File: src/rtl/div_mod_serial.sv
// div_mod_serial: bit-serial remainder / divisibility checker.
// The operand is shifted in MSB-first, one bit per clock. A running remainder
// tracks (prefix of number) mod divisor, so a WIDTH-bit operand finishes in
// WIDTH RUN cycles with a single DIV_W+1 bit compare/subtract per cycle.
//
// Handshake: a transfer happens on a rising edge where valid and ready are
// both high. in_ready is high only in IDLE, out_valid only in DONE; the
// result outputs are held stable for as long as out_valid is high, and a
// result is not consumed in the same cycle a new operand is accepted.
module div_mod_serial #(
  parameter int WIDTH = 16,
  parameter int DIV_W = 4
) (
  input  logic             clk,
  input  logic             rst_n,
  input  logic             in_valid,
  output logic             in_ready,
  input  logic [WIDTH-1:0] number,
  input  logic [DIV_W-1:0] divisor,
  output logic             out_valid,
  input  logic             out_ready,
  output logic [DIV_W-1:0] remainder,
  output logic             is_div,
  output logic             div_err,
  output logic             busy
);

  localparam int CNT_W = $clog2(WIDTH);

  typedef enum logic [1:0] {
    IDLE = 2'd0,
    RUN  = 2'd1,
    DONE = 2'd2
  } state_t;

  state_t state;
  state_t state_next;

  logic [WIDTH-1:0] sh;
  logic [DIV_W-1:0] d;
  logic [DIV_W-1:0] rem;
  logic [CNT_W-1:0] cnt;

  logic [DIV_W-1:0] remainder_q;
  logic             is_div_q;
  logic             div_err_q;

  logic             accept;
  logic             last_step;
  logic [DIV_W:0]   t;
  logic [DIV_W:0]   diff;
  logic [DIV_W-1:0] rem_next;

  assign accept    = in_valid & in_ready;
  assign last_step = (cnt == '0);

  // One restoring-division step: rem < d keeps t < 2d, so one subtract is enough.
  always_comb begin
    t        = {rem, sh[WIDTH-1]};
    diff     = t - {1'b0, d};
    rem_next = t[DIV_W-1:0];
    if (t >= {1'b0, d}) begin
      rem_next = diff[DIV_W-1:0];
    end
  end

  // State register.
  always_ff @(posedge clk or negedge rst_n) begin
    if (!rst_n) begin
      state <= IDLE;
    end else begin
      state <= state_next;
    end
  end

  // Next-state logic; a zero divisor skips RUN and reports an error at once.
  always_comb begin
    state_next = state;
    case (state)
      IDLE: begin
        if (accept) begin
          state_next = (divisor == '0) ? DONE : RUN;
        end
      end
      RUN: begin
        if (last_step) begin
          state_next = DONE;
        end
      end
      DONE: begin
        if (out_ready) begin
          state_next = IDLE;
        end
      end
      default: state_next = IDLE;
    endcase
  end

  // Handshake and status outputs decoded purely from state.
  always_comb begin
    in_ready  = 1'b0;
    out_valid = 1'b0;
    busy      = 1'b0;
    case (state)
      IDLE:    in_ready = 1'b1;
      RUN:     busy = 1'b1;
      DONE: begin
        out_valid = 1'b1;
        busy      = 1'b1;
      end
      default: in_ready = 1'b0;
    endcase
  end

  // Datapath: operand capture, serial remainder update and result registers.
  // Result registers only load on entry to DONE so they hold in IDLE and RUN.
  always_ff @(posedge clk or negedge rst_n) begin
    if (!rst_n) begin
      sh          <= '0;
      d           <= '0;
      rem         <= '0;
      cnt         <= '0;
      remainder_q <= '0;
      is_div_q    <= 1'b0;
      div_err_q   <= 1'b0;
    end else begin
      case (state)
        IDLE: begin
          if (accept) begin
            sh  <= number;
            d   <= divisor;
            rem <= '0;
            cnt <= CNT_W'(WIDTH - 1);
            if (divisor == '0) begin
              remainder_q <= '0;
              is_div_q    <= 1'b0;
              div_err_q   <= 1'b1;
            end
          end
        end
        RUN: begin
          sh  <= {sh[WIDTH-2:0], 1'b0};
          rem <= rem_next;
          if (last_step) begin
            remainder_q <= rem_next;
            is_div_q    <= (rem_next == '0);
            div_err_q   <= 1'b0;
          end else begin
            cnt <= cnt - 1'b1;
          end
        end
        default: begin
        end
      endcase
    end
  end

  assign remainder = remainder_q;
  assign is_div    = is_div_q;
  assign div_err   = div_err_q;

endmodule
File: config.mk
export PLATFORM = sky130hd
export DESIGN_NAME = div_mod_serial
export DESIGN_NICKNAME = d
export VERILOG_FILES = /design/src/rtl/div_mod_serial.sv
export SDC_FILE = /design/constraint.sdc
export NUM_CORES = 1
export LEC_CHECK = 0
export ABC_AREA = 1
export ABC_CLOCK_PERIOD_IN_PS = 2300
export CAP_MARGIN = 5
export CORE_MARGIN = 1
export CORE_UTILIZATION = 40
export CTS_BUF_LIST = sky130_fd_sc_hd__clkbuf_8 sky130_fd_sc_hd__clkbuf_16
export DETAILED_ROUTE_END_ITERATION = 6
export SLEW_MARGIN = 20
export SYNTH_ARGS = -nofsm -noshare
export SYNTH_HDL_FRONTEND = slang
export SYNTH_SLANG_ARGS = --single-unit
File: constraint.sdc
create_clock -name clk -period 2.3 [get_ports clk]
set_input_delay 0.69 -clock clk [delete_from_list [all_inputs] [get_ports clk]]
set_output_delay 0.69 -clock clk [all_outputs]
set_load 0.02 [all_outputs]
==> results.md <==
- CTS saw 36 sinks.
- The global placer's final weighted congestion is approximately 0.8.
- The number of cells on the worst reg-to-reg path is 10.
- The worst-margin pin slew is 0.4562 ns.
- In this run, CTS created clock tree buffers numbering 5.
- A synthesized cell averages roughly 8 um^2.
- The analysis attributes to cell leakage a power of ~1.2 nW.
- The number of antenna violations at the first check in global routing is 0.
- The number of vias per cell after detailed routing is just under 5.
- The kind of launch point of the worst setup path is a register.
- Entering global routing, the biggest net connects 37 pins.
- The start point of the critical path is state[0]$_DFFE_PN0P_.
- The global-route wire length before repair is between 6000 and 7000 um.
- The number of hold-slack violations in the final timing report is 0.
- In this run the worst path has a maximum fanout of 3.
- The via count of the first global-routing pass is approximately 1500.
- Cell internal power was estimated by the tool at between 1.5 and 2 mW.
- The number of max-cap violations is 0.
- Data on the critical path arrives at its endpoint at 1.34 ns.
- Setup repair after global routing left no endpoint under its margin.
- The total global routing overflow is 0.
- After the first detailed-routing iteration, the DRC count stood at slightly below 100.
- The final layout contains between 300 and 400 nets.
- After synthesis, the cell types taking the most area are dfrtp_1, nand2_1, ha_1.
- The flow ran to the end, and the final reports show no timing, DRC or antenna violations.
- From bottom edge to top edge, the die measures just over 70 um.
- Once detail routing completed, the nets flagged for antenna violations numbered 0.
- The fraction of post-synthesis cell area in the top cell type by area is 0.4819.
- In this run the clock root is driven by a clkbuf_8.
- The tightest min-delay check is of the register to register type.
- The final setup violation count is 0.
- The clock tree synthesis step divided the H-tree into 2 levels.
- The mapped netlist covers 1869 um^2.
- VDD sags by at most ~0.48 mV.
- Yosys mapped the design onto 25 distinct sky130hd cell types.
- Of all flip-flops after synthesis, the portion carrying an async set or reset was 1.000.
- Of the total power, combinational logic draws 0.539.
- The die is approximately 70 um wide.
- Summed over all failing endpoints, the final setup total negative slack is 0 ns.
- The number of diodes is 0.
- The post-route clock skew is 0.001641 ns.
- At the later pin of the worst-skew pair, clock insertion delay measures about 0.28 ns.
- The startpoint identified for the worst hold timing path is sh[0]$_DFFE_PN0P_.
- The initial utilization of the core area, before any placement, comes to 0.4235.
- The worst register-to-register path begins at rem[1]$_DFFE_PN0P_.
- The overall via count from detail_route is 1569.
- The register bit count reported by yosys is 36.
- The type of the setup path with the least slack is register to output port.
- For this design the ratio of total power to cell area is 1413 nW/um^2.
- The fraction of final layout cells sized beyond drive strength 1 is 0.06618.
- 33 I/O pins were placed.
- Of the synthesized area, sequential elements account for 0.4819.
- The synthesized netlist net count is 268.
- Summed over all nets, the switching power comes to between 1 and 1.5 mW.
- The number of buffers added on ports is 32.
- On the final layout, the worst hold slack is between 0.4 and 0.5 ns.
- The switching share of power is 0.4384.
- The first TritonRoute pass finished after 4 iterations.
- In the synthesized netlist, the cells that appear most often are nand2_1, dfrtp_1, inv_1.
- For this run, the slowest stage of the critical path takes approximately 0.38 ns.
- The clock tree from TritonCTS is done.
- Of the total power, registers draw 0.319.
- The highest attainable clock frequency is 491.7 MHz.
- The floorplan step defined a core boundary enclosing about 4400 um^2.
- The main flop type after synthesis is dfrtp_1.
- The number of enable flip-flop cells after synthesis is 0.
- The total of warnings raised by yosys is 0.
- The clock share of power is 0.142.
- STA classifies the critical path endpoint as an output port.
- By instance count, the leading cell after synthesis is nand2_1.
- The number of max-slew violations in the final report is 0.
- The cell type of the slowest stage on the worst timing path is dfrtp_1.
- The routed wire length is around 3800 um.
- The number of cells on the worst hold path is 2.
- The clock passes through at most 2 buffers.
- Dividing the detail-routed wire length by the instance count gives approximately 12 um.
- The placed wire-length estimate is about 2800 um.
- The die covers ~5000 um^2.
- After clock tree synthesis, the setup repair step added 0 buffers.
- The overall track demand over capacity in global routing is 0.1742.
- The cell type with the largest total area after synthesis is dfrtp_1.
- Walking the worst path, the cells encountered are inv_1, ha_1, dlygate4sd2_1.
- The worst path in the final design needs a cycle of 2.034 ns, including I/O delays and setup.
- For this run, design rule violations remaining after detail routing come to 0.
- After clock tree synthesis, the clock-pin slew on the worst setup and hold paths is ~0.070 ns.
- Counting every instance in the synthesized netlist gives about 240.
- Row generation in the floorplan step produced 24 rows.
- The filler cell count in the final layout is roughly 430.
- In this run the tightest slew margin relative to its limit is 0.6959.
- Compared with the post-synthesis result, the final layout area differs by 26.97%.
- The critical path data required time is 1.61 ns.
- Of the available clock period, the critical path in the final layout requires 0.8843.
==> metrics by stage <==
| step | cell area [um^2] | setup WS (ns) | cells | util | power, mW |
|---|---|---|---|---|---|
| floorplan | 1869 | 0.6038 | 235 | - | 2.382 |
| CTS | 2369 | 0.01973 | 324 | 0.5366 | 3.412 |
| global route | 2374 | 0.1901 | 324 | 0.5377 | 3.707 |
| detailed placement | 2273 | 0.2045 | 317 | 0.5150 | 2.924 |
| finish | 2374 | 0.2661 | 324 | 0.5377 | 3.354 |
| global placement | 2273 | 0.2357 | 317 | 0.5150 | 2.890 |
==> state kept, by name, summed over array words and instances, names as in the netlist <==
signal,count
cnt,4
d,4
div_err,1
is_div,1
rem,4
remainder,4
sh,16
state,2
==> cells by family (layout without fill, tap and decap cells) <==
group | count (synthesis) | count (layout) | share of synthesized area
flip-flops | 36 | 36 | 0.4819
buffers and inverters | 31 | 68 | 0.06492
AO/OA/AOI/OAI | 36 | 36 | 0.1171
XOR/XNOR | 2 | 2 | 0.009373
adder cells (fa/ha/maj) | 9 | 9 | 0.06426
AND/OR/NAND/NOR | 121 | 121 | 0.2624
==> path summary, 6_finish.rpt <==
check                                       to  slack (ns)
max in group asynchronous  div_err$_DFFE_PN0P_        1.16
max                                       busy        0.27
min                          sh[0]$_DFFE_PN0P_        0.48
min reg2reg                  sh[0]$_DFFE_PN0P_        0.48
max reg2reg                 is_div$_DFFE_PN0P_        0.55
min in group asynchronous    sh[7]$_DFFE_PN0P_        0.82
==> power by group through the flow <==
stage	clock network, mW	registers [mW]	logic, mW
after CTS	0.498	1.07	1.84
final	0.477	1.07	1.81
after detailed placement	0	1.08	1.84
after global routing	0.532	1.10	2.07
after floorplan	0	1.08	1.30
after global placement	0	1.08	1.81
==> cell usage in the layout, fill, tap and decap left out <==
cell and instances:
nand2_1 83, dfrtp_1 36, clkdlybuf4s50_1 29, inv_1 23, nor2_1 22, a31oi_1 15, nand3_1 11, o21ai_0 10
ha_1 8, clkbuf_8 7, a21oi_1 5, buf_4 4, o21ai_1 2, dlymetal6s2s_1 2, inv_2 1, nand2_2 1
o21ai_4 1, xor2_1 1, nand4_1 1, a22oi_1 1, o221ai_1 1, nand2_4 1, nor2_4 1, xnor2_1 1
nor2_2 1, a21boi_0 1, fa_1 1, dlygate4sd2_1 1, buf_12 1
==> routing by layer <==
layer  part of all wire  track usage  wire length, um  up-vias
met2               0.46       0.2709             1752       26
met3              0.036      0.04762              138        5
li1                   -            -                -      826
met1               0.49       0.2333             1873      712
met5                  0            0                0        -
met4              0.014      0.06000               53        0
==> layout make-up <==
cell class	instances	area [um^2]	share of cell area
sequential	36	900.9	0.3795
multi-input combinational	168	847.1	0.3569
tap	52	65.06	0.02741
timing repair buffer	37	374.1	0.1576
inverter	24	90.09	0.03795
clock buffer	7	96.34	0.04059
==> worst max-delay path: cells and delay by family (launching register included) <==
kind,cells,cell delay (ns)
adder cells (fa/ha/maj),1,0.29
flip-flops,1,0.38
buffers and inverters,2,0.40
==> repair_timing <==
action | 4_1_cts | 5_1_grt
hold buffers | 0 | 0
resized for setup | 1 | 2
gates cloned | 0 | 0
pin swaps | 0 | 0
endpoints found under the setup margin | 1 | 2
Note: power is estimated with default switching activity, not from simulation.
